<file path="src/rtl/uart_rx_param_if.sv">
// Receive-side handshake bundle for uart_rx_param.
//   master : the receiver. It drives the held word, its valid flag, its error sidebands
//            and the overrun pulse, and it samples data_ready.
//   slave  : the consumer. It samples everything above and drives data_ready.
//   data_rx     word held in the receiver's holding register
//   data_valid  holding register full
//   data_ready  consumer accepts on data_valid & data_ready
//   parity_err  parity mismatch of the held word
//   frame_err   stop bit of the held word was sampled 0
//   overrun_err one-cycle pulse: a finished frame was dropped because the register was full
interface uart_rx_param_if #(
   parameter int DATA_BITS = 8
);
   logic [DATA_BITS-1:0] data_rx;
   logic                 data_valid;
   logic                 data_ready;
   logic                 parity_err;
   logic                 frame_err;
   logic                 overrun_err;

   modport master (
      output data_rx,
      output data_valid,
      output parity_err,
      output frame_err,
      output overrun_err,
      input  data_ready
   );

   modport slave (
      input  data_rx,
      input  data_valid,
      input  parity_err,
      input  frame_err,
      input  overrun_err,
      output data_ready
   );
endinterface

</file>
<file path="src/rtl/uart_rx_param.sv">
// Parametrised asynchronous serial receiver.
// It synchronises rx, detects a start bit and rejects start glitches. Each bit is a
// 3-sample majority vote around the bit centre. Received words and their parity and
// framing flags go into a one-entry holding register that is emptied over a
// valid/ready handshake.
// Ports:
//   clk      system clock
//   rst_n    asynchronous active-low reset
//   rx       serial line, idle high, asynchronous to clk
//   rx_busy  high from start detection until the receiver is back in IDLE
//   bus      uart_rx_param_if.master: data_rx, data_valid, data_ready,
//            parity_err, frame_err, overrun_err
module uart_rx_param #(
   parameter int CLKS_PER_BIT = 5208,
   parameter int DATA_BITS    = 8,
   parameter int PARITY       = 1
) (
   input  logic            clk,
   input  logic            rst_n,
   input  logic            rx,
   output logic            rx_busy,
   uart_rx_param_if.master bus
);

   localparam int CW  = $clog2(CLKS_PER_BIT);
   localparam int BW  = $clog2(DATA_BITS);
   localparam int MID = CLKS_PER_BIT / 2;

   localparam logic [CW-1:0] CNT_ZERO = {CW{1'b0}};
   localparam logic [CW-1:0] CNT_ONE  = CW'(1);
   localparam logic [CW-1:0] CNT_LAST = CW'(CLKS_PER_BIT - 1);
   localparam logic [CW-1:0] MID_M1   = CW'(MID - 1);
   localparam logic [CW-1:0] MID_C    = CW'(MID);
   localparam logic [CW-1:0] MID_P1   = CW'(MID + 1);
   localparam logic [BW-1:0] BIT_ZERO = {BW{1'b0}};
   localparam logic [BW-1:0] BIT_ONE  = BW'(1);
   localparam logic [BW-1:0] BIT_LAST = BW'(DATA_BITS - 1);

   typedef enum logic [2:0] {
      ST_IDLE   = 3'd0,
      ST_START  = 3'd1,
      ST_DATA   = 3'd2,
      ST_PARITY = 3'd3,
      ST_STOP   = 3'd4,
      ST_BREAK  = 3'd5
   } state_t;

   // 2-of-3 majority of the samples taken around the bit centre
   function automatic logic majority3(input logic a, input logic b, input logic c);
      majority3 = (a & b) | (a & c) | (b & c);
   endfunction

   // Parity check of data plus received parity bit; odd mode wants an odd count of ones
   function automatic logic parity_error(input logic [DATA_BITS-1:0] d, input logic p);
      logic ones_odd;
      ones_odd = ^{d, p};
      if (PARITY == 1) begin
         parity_error = ~ones_odd;
      end else if (PARITY == 2) begin
         parity_error = ones_odd;
      end else begin
         parity_error = 1'b0;
      end
   endfunction

   logic                 rx_meta_q;
   logic                 rx_s_q;
   state_t               state_q;
   logic [CW-1:0]        cnt_q;
   logic [BW-1:0]        bit_idx_q;
   logic                 smp0_q;
   logic                 smp1_q;
   logic [DATA_BITS-1:0] shift_q;
   logic                 par_err_q;
   logic [DATA_BITS-1:0] data_q;
   logic                 data_valid_q;
   logic                 perr_q;
   logic                 ferr_q;
   logic                 overrun_q;
   logic                 busy_q;

   logic                 vote_d;
   logic                 at_dec_d;
   logic                 at_end_d;
   logic [CW-1:0]        cnt_inc_d;
   logic                 accept_d;
   logic                 can_load_d;

   // Two-flop synchroniser; both stages reset high so reset never looks like a start bit
   always_ff @(posedge clk or negedge rst_n) begin
      if (!rst_n) begin
         rx_meta_q <= 1'b1;
         rx_s_q    <= 1'b1;
      end else begin
         rx_meta_q <= rx;
         rx_s_q    <= rx_meta_q;
      end
   end

   // Bit vote, counter landmarks and holding-register handshake terms
   always_comb begin
      vote_d     = majority3(smp0_q, smp1_q, rx_s_q);
      at_dec_d   = (cnt_q == MID_P1);
      at_end_d   = (cnt_q == CNT_LAST);
      cnt_inc_d  = cnt_q + CNT_ONE;
      accept_d   = data_valid_q & bus.data_ready;
      // The register can take a new word when it is empty or is being emptied this cycle
      can_load_d = ~data_valid_q | bus.data_ready;
   end

   // Receive FSM with bit timing, shifting, error detection and the holding register
   always_ff @(posedge clk or negedge rst_n) begin
      if (!rst_n) begin
         state_q      <= ST_IDLE;
         cnt_q        <= CNT_ZERO;
         bit_idx_q    <= BIT_ZERO;
         smp0_q       <= 1'b1;
         smp1_q       <= 1'b1;
         shift_q      <= {DATA_BITS{1'b0}};
         par_err_q    <= 1'b0;
         data_q       <= {DATA_BITS{1'b0}};
         data_valid_q <= 1'b0;
         perr_q       <= 1'b0;
         ferr_q       <= 1'b0;
         overrun_q    <= 1'b0;
         busy_q       <= 1'b0;
      end else begin
         overrun_q <= 1'b0;
         // A load at the stop decision below overrides this clear
         if (accept_d) begin
            data_valid_q <= 1'b0;
         end
         // The first two vote samples are latched; the third is rx_s at the decision count
         if (cnt_q == MID_M1) begin
            smp0_q <= rx_s_q;
         end
         if (cnt_q == MID_C) begin
            smp1_q <= rx_s_q;
         end

         case (state_q)
            ST_IDLE: begin
               cnt_q     <= CNT_ZERO;
               bit_idx_q <= BIT_ZERO;
               if (!rx_s_q) begin
                  par_err_q <= 1'b0;
                  busy_q    <= 1'b1;
                  state_q   <= ST_START;
               end
            end

            ST_START: begin
               if (at_dec_d && vote_d) begin
                  // Line came back high before the bit centre: a glitch, not a frame
                  busy_q  <= 1'b0;
                  state_q <= ST_IDLE;
               end else if (at_end_d) begin
                  cnt_q   <= CNT_ZERO;
                  state_q <= ST_DATA;
               end else begin
                  cnt_q <= cnt_inc_d;
               end
            end

            ST_DATA: begin
               if (at_dec_d) begin
                  shift_q <= {vote_d, shift_q[DATA_BITS-1:1]};
               end
               if (at_end_d) begin
                  cnt_q <= CNT_ZERO;
                  if (bit_idx_q == BIT_LAST) begin
                     bit_idx_q <= BIT_ZERO;
                     state_q   <= (PARITY != 0) ? ST_PARITY : ST_STOP;
                  end else begin
                     bit_idx_q <= bit_idx_q + BIT_ONE;
                  end
               end else begin
                  cnt_q <= cnt_inc_d;
               end
            end

            ST_PARITY: begin
               if (at_dec_d) begin
                  par_err_q <= parity_error(shift_q, vote_d);
               end
               if (at_end_d) begin
                  cnt_q   <= CNT_ZERO;
                  state_q <= ST_STOP;
               end else begin
                  cnt_q <= cnt_inc_d;
               end
            end

            ST_STOP: begin
               // Decide at the vote point so the receiver is ready before the next start edge
               if (at_dec_d) begin
                  if (can_load_d) begin
                     data_q       <= shift_q;
                     perr_q       <= par_err_q;
                     ferr_q       <= ~vote_d;
                     data_valid_q <= 1'b1;
                  end else begin
                     overrun_q <= 1'b1;
                  end
                  if (vote_d) begin
                     busy_q  <= 1'b0;
                     state_q <= ST_IDLE;
                  end else begin
                     state_q <= ST_BREAK;
                  end
               end else begin
                  cnt_q <= cnt_inc_d;
               end
            end

            ST_BREAK: begin
               // Stay here while the line is held low so a break cannot restart a frame
               if (rx_s_q) begin
                  busy_q  <= 1'b0;
                  state_q <= ST_IDLE;
               end
            end

            default: begin
               busy_q  <= 1'b0;
               cnt_q   <= CNT_ZERO;
               state_q <= ST_IDLE;
            end
         endcase
      end
   end

   assign bus.data_rx     = data_q;
   assign bus.data_valid  = data_valid_q;
   assign bus.parity_err  = perr_q;
   assign bus.frame_err   = ferr_q;
   assign bus.overrun_err = overrun_q;
   assign rx_busy         = busy_q;

endmodule

</file>
<file path="src/flat_wrapper.sv">
// flat-port wrapper written by rule: the top's interface ports become plain ports
module uart_rx_param_flat 
#(
   parameter int CLKS_PER_BIT = 5208,
   parameter int DATA_BITS    = 8,
   parameter int PARITY       = 1
)
  (clk, rst_n, rx, rx_busy, bus_data_rx, bus_data_valid, bus_parity_err, bus_frame_err, bus_overrun_err, bus_data_ready);
  uart_rx_param_if #(.DATA_BITS(DATA_BITS)) bus_i ();
  input  logic clk;
  input  logic rst_n;
  input  logic rx;
  output logic rx_busy;
  output wire logic [$bits(bus_i.data_rx)-1:0] bus_data_rx;
  output wire logic [$bits(bus_i.data_valid)-1:0] bus_data_valid;
  output wire logic [$bits(bus_i.parity_err)-1:0] bus_parity_err;
  output wire logic [$bits(bus_i.frame_err)-1:0] bus_frame_err;
  output wire logic [$bits(bus_i.overrun_err)-1:0] bus_overrun_err;
  input wire logic [$bits(bus_i.data_ready)-1:0] bus_data_ready;
  assign bus_data_rx = bus_i.data_rx;
  assign bus_data_valid = bus_i.data_valid;
  assign bus_parity_err = bus_i.parity_err;
  assign bus_frame_err = bus_i.frame_err;
  assign bus_overrun_err = bus_i.overrun_err;
  assign bus_i.data_ready = bus_data_ready;
  uart_rx_param #(.CLKS_PER_BIT(CLKS_PER_BIT), .DATA_BITS(DATA_BITS), .PARITY(PARITY)) u_core (.clk(clk), .rst_n(rst_n), .rx(rx), .rx_busy(rx_busy), .bus(bus_i));
endmodule
</file>
<file path="config.mk">
export PLATFORM = sky130hd
export DESIGN_NAME = uart_rx_param_flat
export DESIGN_NICKNAME = d
export VERILOG_FILES = /design/src/rtl/uart_rx_param_if.sv /design/src/rtl/uart_rx_param.sv /design/src/flat_wrapper.sv
export SDC_FILE = /design/constraint.sdc
export NUM_CORES = 1
export LEC_CHECK = 0
export ABC_AREA = 1
export BUFFER_PORTS_ARGS = -buffer_cell sky130_fd_sc_hd__clkbuf_2
export CELL_PAD_IN_SITES_DETAIL_PLACEMENT = 0
export CELL_PAD_IN_SITES_GLOBAL_PLACEMENT = 1
export CORE_MARGIN = 3
export CORE_UTILIZATION = 44
export CTS_CLUSTER_SIZE = 30
export DETAILED_ROUTE_END_ITERATION = 16
export PLACE_DENSITY = 0.86
export SYNTH_ARGS = -nofsm -noshare
export SYNTH_HDL_FRONTEND = slang
export SYNTH_SLANG_ARGS = --single-unit
</file>
<file path="constraint.sdc">
create_clock -name clk -period 2.1 [get_ports clk]
set_input_delay 0.105 -clock clk [delete_from_list [all_inputs] [get_ports clk]]
set_output_delay 0.105 -clock clk [all_outputs]
set_load 0.05 [all_outputs]
</file>
* Yosys cells after proc, flatten, opt, wreduce, memory -nomap -nowiden
Cells that the tools add are included.
** Operators by class
- Muxes and demuxes :: 33
- $add $sub $neg :: 2
- Eq/ne operators :: 22
- Reduce and logical (&&, ||, !) cells :: 13
- Bitwise gates (word level) :: 12
** Operators by type and width (number)
- one-hot mux 13 bit (4 select lines) :: 1
- == test 13 x 12 -> 1 bit (second input constant) :: 3
- 2-to-1 mux 13 bit :: 3
- 2-to-1 mux 3 bit :: 11
- one-hot mux 3 bit (6 select lines) :: 1
- inequality test 2 x 1 -> 1 bit (second input constant) :: 8
- 2-to-1 mux 1 bit :: 14
- adder 13 x 1 -> 13 bit (second input constant) :: 1
- == test 13 bit (second input constant) :: 1
- == test 3 bit (second input constant) :: 3
- AND reduction 3 bit :: 3
- XOR reduction 9 bit :: 1
- AND reduction 7 bit :: 1
- == test 3 x 2 -> 1 bit (second input constant) :: 2
- inequality test 2 bit (second input constant) :: 3
- one-hot mux 3 bit (2 select lines) :: 1
- AND reduction 6 bit :: 1
- inverter 1 bit :: 5
- one-hot mux 1 bit (5 select lines) :: 1
- AND 1 bit :: 4
- AND reduction 2 bit :: 2
- nonzero test 2 bit :: 2
- adder 3 x 1 -> 3 bit (second input constant) :: 1
- == test 3 x 1 -> 1 bit (second input constant) :: 1
- other kinds (6) :: 8
** Word-level totals
- Input bits :: 4
- Register bits after elaboration :: 45

* Longest topological paths before layout
- Depth after elaboration :: 7
- Depth in mapped cells :: 11
- Mapped depth without buffers :: 11

* Worst setup path before layout
Ideal clock, no wire load.
- Path type :: reg2reg
- From :: register u_core.cnt_q[0]
- To :: register u_core.cnt_q[4]
- Library setup time :: 0.116 ns
- Data arrival time :: 1.424 ns
- Cell stages (with the launch flop) :: 10
- Buffers on the path :: 1
- Period minus slack after synthesis :: 1.541 ns
- Path slack :: 0.559 ns
- Path through :: dfrtp_1 -> ha_1 -> clkbuf_1 -> nand2_1 -> nor2_2 -> xor2_1 -> nand3b_1 -> o21ai_0 -> nand2_1 -> nand2_1
** Between the ends
- Word-level cells in the longest chain between the ends :: 4
** Ends and longest elaborated chain
- from (decl) :: RTL line uart_rx_param.sv:69 : logic [CW-1:0] cnt_q;
- from (signal assigned) :: RTL line uart_rx_param.sv:161 : cnt_q <= cnt_inc_d;
- from (signal assigned) :: RTL line uart_rx_param.sv:178 : cnt_q <= cnt_inc_d;
- from (signal assigned) :: RTL line uart_rx_param.sv:190 : cnt_q <= cnt_inc_d;
- adder 13 x 1 -> 13 bit, or another cell as far along :: RTL line uart_rx_param.sv:105 : cnt_inc_d = cnt_q + CNT_ONE;
- 2-to-1 mux 13 bit or logical AND 1 bit (tied branches)
- 2-to-1 mux 13 bit or inequality test 2 bit (tied branches)
- one-hot mux 13 bit (4 select lines) or AND reduction 3 bit (tied branches)
Several ways; a longest one is shown, not always the timed one. The select of a mux whose other input is x is not followed.
A chain may end at the register's enable or synchronous reset.

* Worst setup path after layout
- From :: register u_core.cnt_q[0]
- To :: register u_core.bit_idx_q[2]
** Between the ends
- Word-level cells in the longest chain between the ends :: 3
** Ends and longest elaborated chain
- == test 13 bit :: RTL line uart_rx_param.sv:104 : at_end_d = (cnt_q == CNT_LAST);
- inequality test 2 x 1 -> 1 bit (no line)
- AND reduction 2 bit (no line)
- to (signal assigned) :: RTL line uart_rx_param.sv:175 : bit_idx_q <= bit_idx_q + BIT_ONE;
- to (decl) :: RTL line uart_rx_param.sv:70 : logic [BW-1:0] bit_idx_q;
Every way passes these cells.

==> metrics.yaml <==
status: "finished clean"
antenna_found_initial: 0
yosysWarnings: 0
clkPwrFrac_pct: 43.5
yosysSeqAreaShare_pct: 44.2
max-vdd-ir-drop_v: 0.000246
critPathRequiredTime_ps: 2320
synth_commonest_cells: "99 x nand2_1, 41 x dfrtp_1, 41 x inv_1, 36 x nand3_1, 25 x o21ai_0"
nFillCells: 561
htreeDepth: 2
synth.most_common_cell: "nand2_1"
hold_class: "input pin to flip-flop"
cts.sinks: 45
path_class: "flip-flop to flip-flop"
maxCapViolations: 0
synth_top_area_share_pct: 40.1
wl_per_cell_um: 13.1
drive_above_1_share_pct: 13.3
whs_ps: 97.0
power_frac_comb_pct: 1.7
cts_tree: "built"
p_leak_nw: 1.39
syn_nets: 349
synthArstFlopShare_pct: 100
synth_area_um2: 2560
cp-start-kind: "flip-flop"
drc_errors: 0
first_pass_iters: 4
hold_viol: 0
clk_pin_slew_ps: 90
crit_fanout: 8
globalRouteOverflowTotal: 0
finalSetupTns_ps: 0
track_usage_pct: 18.3
intPower_mw: 1.26
grt_max_degree: 33
seq_power_share_pct: 54.9
ant_nets: 0
die_y_um: 82.3
numCtsBuffers: 5
setup_violations: 0
cts-root-buf: "clkbuf_8"
nets: 369
synth_seq_cells: 45
synthTopCellsByArea: "dfrtp_1 40%, nand2_1 15%, nand3_1 7.0%, inv_1 6.0%, o21ai_0 4.9%"
cp.arrival_ps: 2010
slew_headroom_pct: 37.5
vias: 2230
via_per_inst: 5.15
io_buffers: 16
clockBufferDepth: 2
finalCriticalPeriod_ps: 1780
power.switching_mw: 0.324
rsz0062_at_grt: "no"
area_growth_pct: 11.2
boundaryPins: 17
netlist_instances: 340
grt_pass1_vias: 2106
grt_first_pass_wirelength_um: 9650
worstSkewPairLatency_ps: 300
drt-total-wl_um: 5660
start_util_pct: 45.9
max_freq_ghz: 0.560
end_kind: "flip-flop"
synth_edf_count: 0
dieArea_um2: 6770
final_max_slew_viol_count: 0
num_rows: 27
syn_avg_cell_area_um2: 7.53
cts_resized: 0
yosys.area.top_type: "dfrtp_1"
synth.distinct_cells: 30
hpwl_um: 4210
core_region_area_um2: 5570
first_iter_violations: 92
powerDensity_nw_per_um2: 557
period_share_pct: 85.0
routabilityCongestion: 0.851
antennaDiodeCount: 0
worst_pin_slew_ps: 935
synth_flop_cell: "dfrtp_1"
die_w_um: 82.3
skew_ps: 11.6
switching_share_pct: 20.4
metrics by stage:
step	instances	worst slack (ps)	power, mW	util, %	area [um2]
3_3_place_gp	423	353	0.913	48.6	2710
6_report	433	315	1.59	51.1	2850
5_1_grt	433	27.5	1.66	51.1	2850
3_5_place_dp	423	336	0.914	48.6	2710
2_1_floorplan	340	559	0.889	-	2560
4_1_cts	433	310	1.61	51.1	2850
cells in the final DEF, fill, tap and decap left out, types with 2 or more instances in the layout:
master	n
nand2_1	99
inv_1	41
dfrtp_1	41
nand3_1	36
o21ai_0	25
nor2_1	21
clkbuf_2	16
nand4_1	12
o21ai_1	12
clkbuf_8	6
nor3_1	5
ha_1	5
nor2_2	4
xor2_1	4
buf_4	4
dfstp_2	4
nor2_4	3
o211ai_1	3
nand3b_1	3
inv_2	2
nand2_4	2
xnor2_1	2
dlygate4sd3_1	2
power groups by stage:
| stage | Sequential, mW | Clock [mW] | Combinational, mW |
|---|---|---|---|
| after floorplan | 0.888 | 0 | 0.00151 |
| after global placement | 0.888 | 0 | 0.0247 |
| after detailed placement | 0.888 | 0 | 0.0254 |
| after CTS | 0.871 | 0.710 | 0.0284 |
| after global routing | 0.872 | 0.756 | 0.0316 |
| final | 0.871 | 0.690 | 0.0265 |
state kept, by name (all words and copies together), names as in the netlist:
name and cells:
u_core.bus.data_rx 8, u_core.rx_meta_q 1, u_core.bus.parity_err 1, u_core.shift_q 8
u_core.rx_s_q 1, u_core.bit_idx_q 3, u_core.rx_busy 1, u_core.bus.frame_err 1
u_core.bus.data_valid 1, u_core.cnt_q 13, u_core.par_err_q 1, u_core.smp0_q 1
u_core.smp1_q 1, u_core.bus.overrun_err 1, u_core.state_q 3
routing by layer:
| layer | GRT usage, % | part of all wire [%] | vias up |
|---|---|---|---|
| met1 | 23.3 | 49 | 1057 |
| met4 | 5.65 | 1.4 | 0 |
| li1 | - | - | 1142 |
| met3 | 3.90 | 2.8 | 7 |
| met2 | 31.0 | 47 | 24 |
| met5 | 0 | 0 | - |
cell families (layout without fill, tap and decap cells):
| kind of cell | after synthesis | in the layout | synth area share (%) |
|---|---|---|---|
| AO/OA/AOI/OAI | 44 | 44 | 9.23 |
| adder cells (fa/ha/maj) | 5 | 5 | 2.44 |
| flip-flops | 45 | 45 | 44.2 |
| XOR/XNOR | 6 | 6 | 2.05 |
| buffers and inverters | 53 | 74 | 8.60 |
| AND/OR/NAND/NOR | 187 | 187 | 33.5 |
critical path, cell delays in order, from the launching register on:
cell and delay [ps]:
dfrtp_1 430, ha_1 330, nand3_1 120, nor2_1 110, nand2_1 230, o21ai_2 310, nand3_1 100, o21ai_0 80
final timing paths:
kind | from | end | slack, ps | cells past startpoint
worst min-delay path | bus_data_ready | u_core.bus.overrun_err | 100 | 4
max in group asynchronous | rst_n | u_core.smp1_q | 1010 | 3
worst min register to register | u_core.rx_meta_q | u_core.rx_s_q | 360 | 0
worst max register to register | u_core.cnt_q[0] | u_core.bit_idx_q[2] | 320 | 7
worst max-delay path | u_core.cnt_q[0] | u_core.bit_idx_q[2] | 320 | 7
min in group asynchronous | rst_n | u_core.shift_q[0] | 410 | 2
final cells by class:
cell class	count	area, um2	share of cell area (%)
clock buffers	6	82.6	2.90
clock inverters	2	37.5	1.32
inverters	44	168	5.88
multi-input cells	242	1210	42.5
flip-flops and latches	45	1130	39.7
well taps	72	90.1	3.16
repair buffers	22	130	4.57
repair_timing:
action / in CTS / in global routing
hold endpoints to repair: 30 / 0
setup endpoints to repair: 0 / 0
hold buffers: 2 / 0
setup buffers: 0 / 0
Power figures use the tool's default switching activity.
